--- config.mk ---
export PLATFORM = sky130hd
export DESIGN_NAME = block_schedule_dispatcher
export DESIGN_NICKNAME = d
export VERILOG_FILES = /design/src/rtl/block_schedule_dispatcher_pkg.sv /design/src/rtl/block_schedule_dispatcher_channel.sv /design/src/rtl/block_schedule_dispatcher.sv
export SDC_FILE = /design/constraint.sdc
export NUM_CORES = 1
export LEC_CHECK = 0
export BUFFER_PORTS_ARGS = -buffer_cell sky130_fd_sc_hd__buf_2
export CORE_UTILIZATION = 60
export CTS_CLUSTER_DIAMETER = 200
export DETAILED_ROUTE_END_ITERATION = 10
export MAX_ROUTING_LAYER = met4
export PLACE_DENSITY = 0.87
export SKIP_LAST_GASP = 1
export SYNTH_ARGS = -nofsm -noshare
export SYNTH_HDL_FRONTEND = slang
export SYNTH_HIERARCHICAL = 1
export SYNTH_SLANG_ARGS = --single-unit
--- constraint.sdc ---
create_clock -name clk_i -period 3.63 [get_ports clk_i]
set_input_delay 0 -clock clk_i [delete_from_list [all_inputs] [get_ports clk_i]]
set_output_delay 0 -clock clk_i [all_outputs]
set_load 0.02 [all_outputs]
--- src/rtl/block_schedule_dispatcher_pkg.sv ---
// Shared constants for the block-pair schedule dispatcher:
// schedule types, channel and top FSM encodings.
package block_schedule_dispatcher_pkg;

  localparam int unsigned ADDR_W_DEF = 32;
  localparam int unsigned CNT_W_DEF  = 16;

  localparam logic BLOCK0_CIM_BLOCK1_NPU = 1'b0;
  localparam logic BLOCK0_NPU_BLOCK1_CIM = 1'b1;

  localparam logic [1:0] C_IDLE  = 2'd0;
  localparam logic [1:0] C_ISSUE = 2'd1;
  localparam logic [1:0] C_WAIT  = 2'd2;
  localparam logic [1:0] C_FIN   = 2'd3;

  localparam logic [1:0] S_IDLE = 2'd0;
  localparam logic [1:0] S_RUN  = 2'd1;
  localparam logic [1:0] S_DONE = 2'd2;

endpackage

--- src/rtl/block_schedule_dispatcher_channel.sv ---
// One engine channel: walks a block's layers, one command
// outstanding at a time, and reports when the block is finished.
module block_schedule_dispatcher_channel
  import block_schedule_dispatcher_pkg::*;
#(
  parameter int unsigned ADDR_W = ADDR_W_DEF,
  parameter int unsigned CNT_W  = CNT_W_DEF
) (
  input  logic              clk_i,
  input  logic              rst_ni,
  input  logic              load_i,
  input  logic              clear_i,
  input  logic [ADDR_W-1:0] start_i,
  input  logic [CNT_W-1:0]  count_i,
  output logic              cmd_valid_o,
  output logic [ADDR_W-1:0] cmd_addr_o,
  input  logic              cmd_ready_i,
  input  logic              done_i,
  output logic              fin_o,
  output logic              spurious_o
);

  logic [1:0]        state_q, state_d;
  logic [CNT_W-1:0]  rem_q, rem_d;
  logic [ADDR_W-1:0] addr_q, addr_d;

  always_comb begin
    state_d = state_q;
    rem_d   = rem_q;
    addr_d  = addr_q;
    unique case (state_q)
      C_IDLE: begin
        if (load_i) begin
          rem_d   = count_i;
          addr_d  = start_i;
          state_d = (count_i == '0) ? C_FIN : C_ISSUE;
        end
      end
      C_ISSUE: begin
        if (cmd_ready_i) state_d = C_WAIT;
      end
      C_WAIT: begin
        if (done_i) begin
          rem_d   = rem_q - CNT_W'(1);
          addr_d  = addr_q + ADDR_W'(1);
          state_d = (rem_q == CNT_W'(1)) ? C_FIN : C_ISSUE;
        end
      end
      C_FIN: begin
        if (clear_i) state_d = C_IDLE;
      end
      default: state_d = C_IDLE;
    endcase
  end

  always_ff @(posedge clk_i or negedge rst_ni) begin
    if (!rst_ni) begin
      state_q <= C_IDLE;
      rem_q   <= '0;
      addr_q  <= '0;
    end else begin
      state_q <= state_d;
      rem_q   <= rem_d;
      addr_q  <= addr_d;
    end
  end

  assign cmd_valid_o = (state_q == C_ISSUE);
  assign cmd_addr_o  = addr_q;
  assign fin_o       = (state_q == C_FIN);
  // a done while issuing (incl. the handshake cycle) is never ours
  assign spurious_o  = done_i && (state_q != C_WAIT);

endmodule

--- src/rtl/block_schedule_dispatcher.sv ---
// Accepts a block-pair schedule, maps blocks onto NPU/CIM
// channels and pulses schedule_done_o once both are finished.
module block_schedule_dispatcher
  import block_schedule_dispatcher_pkg::*;
#(
  parameter int unsigned ADDR_W = ADDR_W_DEF,
  parameter int unsigned CNT_W  = CNT_W_DEF
) (
  input  logic              clk_i,
  input  logic              rst_ni,
  input  logic              schedule_valid_i,
  output logic              schedule_ready_o,
  input  logic              schedule_type_i,
  input  logic [ADDR_W-1:0] block0_start_i,
  input  logic [CNT_W-1:0]  block0_count_i,
  input  logic [ADDR_W-1:0] block1_start_i,
  input  logic [CNT_W-1:0]  block1_count_i,
  output logic              npu_cmd_valid_o,
  output logic [ADDR_W-1:0] npu_cmd_addr_o,
  output logic              npu_cmd_block_o,
  input  logic              npu_cmd_ready_i,
  input  logic              npu_done_i,
  output logic              cim_cmd_valid_o,
  output logic [ADDR_W-1:0] cim_cmd_addr_o,
  output logic              cim_cmd_block_o,
  input  logic              cim_cmd_ready_i,
  input  logic              cim_done_i,
  output logic              schedule_done_o,
  output logic              busy_o,
  output logic              spurious_done_o
);

  logic [1:0]        state_q, state_d;
  logic              type_q;
  logic              spur_q;
  logic              accept, clear, npu_b0;
  logic              npu_fin, cim_fin;
  logic              npu_spur, cim_spur;
  logic [ADDR_W-1:0] npu_start, cim_start;
  logic [CNT_W-1:0]  npu_count, cim_count;

  assign accept = schedule_valid_i && (state_q == S_IDLE);
  assign clear  = (state_q == S_DONE);

  // channels load straight from the inputs on the accept edge
  assign npu_b0    = (schedule_type_i == BLOCK0_NPU_BLOCK1_CIM);
  assign npu_start = npu_b0 ? block0_start_i : block1_start_i;
  assign npu_count = npu_b0 ? block0_count_i : block1_count_i;
  assign cim_start = npu_b0 ? block1_start_i : block0_start_i;
  assign cim_count = npu_b0 ? block1_count_i : block0_count_i;

  always_comb begin
    state_d = state_q;
    unique case (state_q)
      S_IDLE:  if (accept) state_d = S_RUN;
      S_RUN:   if (npu_fin && cim_fin) state_d = S_DONE;
      S_DONE:  state_d = S_IDLE;
      default: state_d = S_IDLE;
    endcase
  end

  always_ff @(posedge clk_i or negedge rst_ni) begin
    if (!rst_ni) begin
      state_q <= S_IDLE;
      type_q  <= 1'b0;
      spur_q  <= 1'b0;
    end else begin
      state_q <= state_d;
      spur_q  <= spur_q | npu_spur | cim_spur;
      if (accept) type_q <= schedule_type_i;
    end
  end

  block_schedule_dispatcher_channel #(
    .ADDR_W(ADDR_W),
    .CNT_W (CNT_W)
  ) u_npu (
    .clk_i      (clk_i),
    .rst_ni     (rst_ni),
    .load_i     (accept),
    .clear_i    (clear),
    .start_i    (npu_start),
    .count_i    (npu_count),
    .cmd_valid_o(npu_cmd_valid_o),
    .cmd_addr_o (npu_cmd_addr_o),
    .cmd_ready_i(npu_cmd_ready_i),
    .done_i     (npu_done_i),
    .fin_o      (npu_fin),
    .spurious_o (npu_spur)
  );

  block_schedule_dispatcher_channel #(
    .ADDR_W(ADDR_W),
    .CNT_W (CNT_W)
  ) u_cim (
    .clk_i      (clk_i),
    .rst_ni     (rst_ni),
    .load_i     (accept),
    .clear_i    (clear),
    .start_i    (cim_start),
    .count_i    (cim_count),
    .cmd_valid_o(cim_cmd_valid_o),
    .cmd_addr_o (cim_cmd_addr_o),
    .cmd_ready_i(cim_cmd_ready_i),
    .done_i     (cim_done_i),
    .fin_o      (cim_fin),
    .spurious_o (cim_spur)
  );

  assign npu_cmd_block_o =
    npu_cmd_valid_o && (type_q == BLOCK0_CIM_BLOCK1_NPU);
  assign cim_cmd_block_o =
    cim_cmd_valid_o && (type_q == BLOCK0_NPU_BLOCK1_CIM);

  assign schedule_ready_o = (state_q == S_IDLE);
  assign busy_o           = (state_q == S_RUN);
  assign schedule_done_o  = (state_q == S_DONE);
  assign spurious_done_o  = spur_q;

endmodule

# ---- Word-level counts from Yosys, hierarchy flattened
# Index checks and enable logic that the tools add are counted.
dict set report totals {
  regBits 104
  in_bits 104
}
dict set report op_classes {
  n_reduce_logical 18
  n_bitwise 3
  n_mux 32
  eq_ne 22
  addsub 4
}
# cell n
set op_table {}
lappend op_table {{$mux W32} 6}
lappend op_table {{$pmux W32 S2} 2}
lappend op_table {{$mux W16} 6}
lappend op_table {{$add A32 B1 Y32 const B} 2}
lappend op_table {{$pmux W16 S2} 2}
lappend op_table {{$eq A16 B1 Y1 const B} 2}
lappend op_table {{$logic_not A16 Y1} 2}
lappend op_table {{$sub A16 B1 Y16 const B} 2}
lappend op_table {{$mux W2} 13}
lappend op_table {{$ne A2 B2 Y1 const B} 8}
lappend op_table {{$pmux W2 S4} 2}
lappend op_table {{$eq A2 B2 Y1 const B} 5}
lappend op_table {{$ne A2 B1 Y1 const B} 4}
lappend op_table {{$reduce_and A4 Y1} 2}
lappend op_table {{$eq A2 B1 Y1 const B} 3}
lappend op_table {{$logic_and A1 B1 Y1} 6}
lappend op_table {{$logic_not A2 Y1} 3}
lappend op_table {{$reduce_and A3 Y1} 2}
lappend op_table {{$pmux W2 S2} 1}
lappend op_table {{$reduce_bool A2 Y1} 2}
lappend op_table {{$or A1 B1 Y1} 2}
lappend op_table {{$reduce_and A2 Y1} 1}
lappend op_table {{$not A1 Y1} 1}

# ---- Longest topological paths before layout
dict set report logic_depth {
  depth_word 5
  depth_mapped 8
  mapped_depth_nobuf 7
}

# ---- Modules after synthesis
# The synthesis kept the hierarchy.
# mod n_inst seq_area_each_um2 cells_per_inst area_each_um2
set modules_own_cells {}
lappend modules_own_cells {block_schedule_dispatcher_channel 2 1251.2 377 3161.8}
lappend modules_own_cells {block_schedule_dispatcher 1 100.1 122 1448.9}

# ---- Least setup slack after synthesis
# Ideal clock, no wire load.
dict set report synth_timing {
  kind {reg2reg}
  from {register state_q[0] (netlist name)}
  to {register u_cim.addr_q[10] (netlist: u_cim/cmd_addr_o[10])}
  arrival_ns 1.946
  stages_incl_launch_ff 8
  setup_time_ns 0.137
  n_path_buf 3
  path_slack_ns 1.547
  path_cell_list {dfrtp_1 -> nor3b_1 -> mux2i_1 -> nor2_1 -> clkbuf_8 -> buf_2 -> buf_1 -> a21oi_1}
}
# element line
set synth_rtl {}
lappend synth_rtl {{to (signal assigned)} block_schedule_dispatcher_channel.sv:64} ;# addr_q <= addr_d;
lappend synth_rtl {{to (decl)} block_schedule_dispatcher_channel.sv:25} ;# logic [ADDR_W-1:0] addr_q, addr_d;

==> results.txt <==
status -> completed
1st-iter DRT viols -> 1099
slowest cell on the critical path -> nand2_1
Main synth FF type -> dfrtp_1
io pins -> 176
PD cells -> 640 nW/µm²
core box area -> 12600 µm²
critical path type -> flop to flop
Initial DRT Pass Iterations -> 6
DIE HEIGHT -> 116 µm
RD Place Congestion -> 0.939
DP Wirelength -> 18000 µm
hold slack -> 38.9 ps
die footprint -> 13400 µm²
Root Buffer -> clkbuf_16
port buffer count -> 175
clock sink count -> 104
largest family of logic cells by synthesized area -> simple AND/OR/NAND/NOR gates
Compound-Gate Fraction of Synth Area -> 19.6%
LEAKAGE -> 3.73 nW
asr flop ratio synth -> 100%
post-synthesis simple-gate area fraction -> 23.9%
Total GRT Usage -> 39.7%
ANT nets after route -> 0
slowest stage delay, CP -> 690 ps
Synth Cell Area -> 7770 µm²
CTS buffer count -> 9
Post-synth EDFFs -> 0
Routed WL -> 25200 µm
synth top area cells -> dfrtp_1, mux2_2, a21oi_1
clock period minus worst slack -> 3140 ps
Critical Path, Cell by Cell -> nor3b_1, mux2i_1, nor2_4, nand2_1, o221a_2
Clk Latency, worst-skew pair -> 360 ps
initial antenna violation count -> 0
Vias/cell -> 6.79
Hold Crit Class -> input pin to flop
Via Count -> 8172
nets -> 1136
crit-path max FO -> 26
Synth Area in Adders -> 0.966%
share of cells above drive strength 1 -> 31.7%
Max Slew Vio Count -> 0
drc violations -> 0
Worst-Margin Slew -> 1000 ps
count of cell types in the netlist -> 51
DR WL/cell -> 21.0 µm
Syn Inst Count -> 876
Core Rows -> 41
vias in the first global route -> 7412
Finish-stage setup viols -> 0
largest net degree at the start of global routing -> 65
Clock H-tree levels -> 3
CTS tree -> built
clock transition at the registers of the reported paths -> 70 ps
Synth top area share -> 33.5%
post-synthesis mux area share -> 17.3%
Final Skew -> 6.77 ps
Max-Cap Viols -> 0
Synth Area in XOR/XNOR -> 0%
CP bufs+invs -> 0
starting density of the core -> 61.6%
Synthesized Nets -> 986
Top Family by Delay on Critical Path -> simple AND/OR/NAND/NOR gates
average cell area after synthesis -> 8.87 µm²
RSZ-0062 raised after global routing -> no
period utilisation layout -> 86.6%
final hold vios -> 0
most common library cells after synthesis -> dfrtp_1, a21oi_1, nor2_1
P&R area growth vs syn -> 15.5%
arrival time worst endpoint -> 3390 ps
Max Clock Freq -> 318 MHz
clock buffer depth -> 2
Die W -> 116 µm
sequential area share after synthesis -> 33.5%
area leader, netlist -> dfrtp_1
Overflow after GRT -> 0
crit start category -> flop
Crit. End Element -> flop
# resized after CTS -> 0
Synth warnings -> 6
Ant. Diodes -> 0
first-pass GRT wire length -> 39600 µm
peak supply drop -> 0.000436 V
Worst EP required -> 3880 ps
synthesized flop and latch total -> 104
count leader, synth -> dfrtp_1
total negative setup slack -> 0 ps
Worst slew margin -> 32.9%
==> layout make-up <==
| class | instances | area [µm²] |
|---|---|---|
| clock buffers | 9 | 225 |
| clock inverters | 7 | 72.6 |
| fillers | 1060 | 3640 |
| inverters | 8 | 30.0 |
| multi-input cells | 711 | 4810 |
| flip-flops and latches | 104 | 2600 |
| well taps | 172 | 215 |
| repair buffers | 192 | 1020 |
==> power by group <==
| group | internal, W | total, W | switching (W) | leakage, nW |
|---|---|---|---|---|
| registers | 0.00168 | 0.00251 | 0.000828 | 1.24 |
| logic | 0.000947 | 0.00224 | 0.00129 | 2.34 |
| clock network | 0.000535 | 0.000999 | 0.000464 | 0.141 |
| total | 0.00316 | 0.00575 | 0.00259 | 3.73 |
==> flip-flops by register name, indices dropped and copies added (netlist names) <==
signal / count
u_cim/cmd_addr_o: 32
u_npu/cmd_addr_o: 32
u_cim/rem_q: 16
u_npu/rem_q: 16
state_q: 2
u_cim/state_q: 2
u_npu/state_q: 2
spurious_done_o: 1
type_q: 1
==> placed cells by master, fill, tap and decap left out, types with 10 or more instances in the layout <==
cell | netlist | final
nand3_1 | 38 | 38
a311oi_1 | 13 | 13
mux2_2 | 68 | 68
mux2_4 | 29 | 29
nand4_1 | 16 | 16
o21ai_0 | 42 | 42
o22ai_1 | 30 | 30
nor2_1 | 74 | 72
a21oi_1 | 90 | 90
and2_1 | 19 | 19
and4_1 | 10 | 10
buf_4 | 0 | 15
mux2i_1 | 14 | 14
and3_1 | 21 | 21
buf_2 | 12 | 173
dfrtp_1 | 104 | 104
a211oi_1 | 30 | 30
nand2_1 | 64 | 64
nor4_1 | 20 | 20
nor3_1 | 38 | 38
or3_1 | 11 | 11
==> through the flow <==
stage | area (µm²) | worst slack [ps] | total power (W) | util [%] | cells
after global routing | 8980 | 263 | 0.00611 | 71.1 | 1203
after global placement | 8640 | 742 | 0.00459 | 68.5 | 1183
final | 8980 | 487 | 0.00575 | 71.1 | 1203
after detailed placement | 8640 | 585 | 0.00467 | 68.5 | 1183
after floorplan | 7770 | 1550 | 0.00380 | - | 876
after CTS | 8980 | 507 | 0.00569 | 71.1 | 1203
==> path summary, 6_finish.rpt <==
check,startpoint,endpoint,slack [ps],cells past startpoint
min in group asynchronous,rst_ni,u_cim/rem_q[9],230,2
max reg2reg,state_q[0],u_cim/rem_q[11],490,5
max in group asynchronous,rst_ni,u_npu/cmd_addr_o[15],2500,3
min reg2reg,state_q[1],state_q[0],530,1
max,state_q[0],u_cim/rem_q[11],490,5
min,block1_count_i[8],u_cim/rem_q[8],40,3
==> logic make-up (layout without fill, tap and decap cells) <==
| kind of cell | after synthesis | in the layout |
|---|---|---|
| and+or+nand+nor | 351 | 351 |
| muxes | 111 | 111 |
| AOI/OAI and AO/OA | 243 | 243 |
| DFF | 104 | 104 |
| adders and majority gates | 6 | 6 |
| buffers and inverters | 61 | 216 |
==> what timing repair did <==
item | 4_1_cts | 5_1_grt
hold buffers | 4 | 0
endpoints found under the setup margin | 0 | 0
buffers inserted | 0 | 0
endpoints found under the hold margin | 56 | 0
==> worst reg2reg max path: stages, from the launching register on <==
cell and delay [ps]:
dfrtp_1 440, nor3b_1 650, mux2i_1 270, nor2_4 490
nand2_1 700, o221a_2 480
==> routing by layer <==
| layer | routed length, µm | track usage (%) | vias up | share of wire (%) |
|---|---|---|---|---|
| li1 | - | - | 3652 | - |
| met1 | 10200 | 53.8 | 3897 | 40 |
| met2 | 11600 | 58.9 | 540 | 46 |
| met3 | 2400 | 6.96 | 83 | 9.5 |
| met4 | 977 | 15.8 | 0 | 3.9 |
| met5 | 0 | - | - | 0 |
Power figures use the tool's default switching activity.
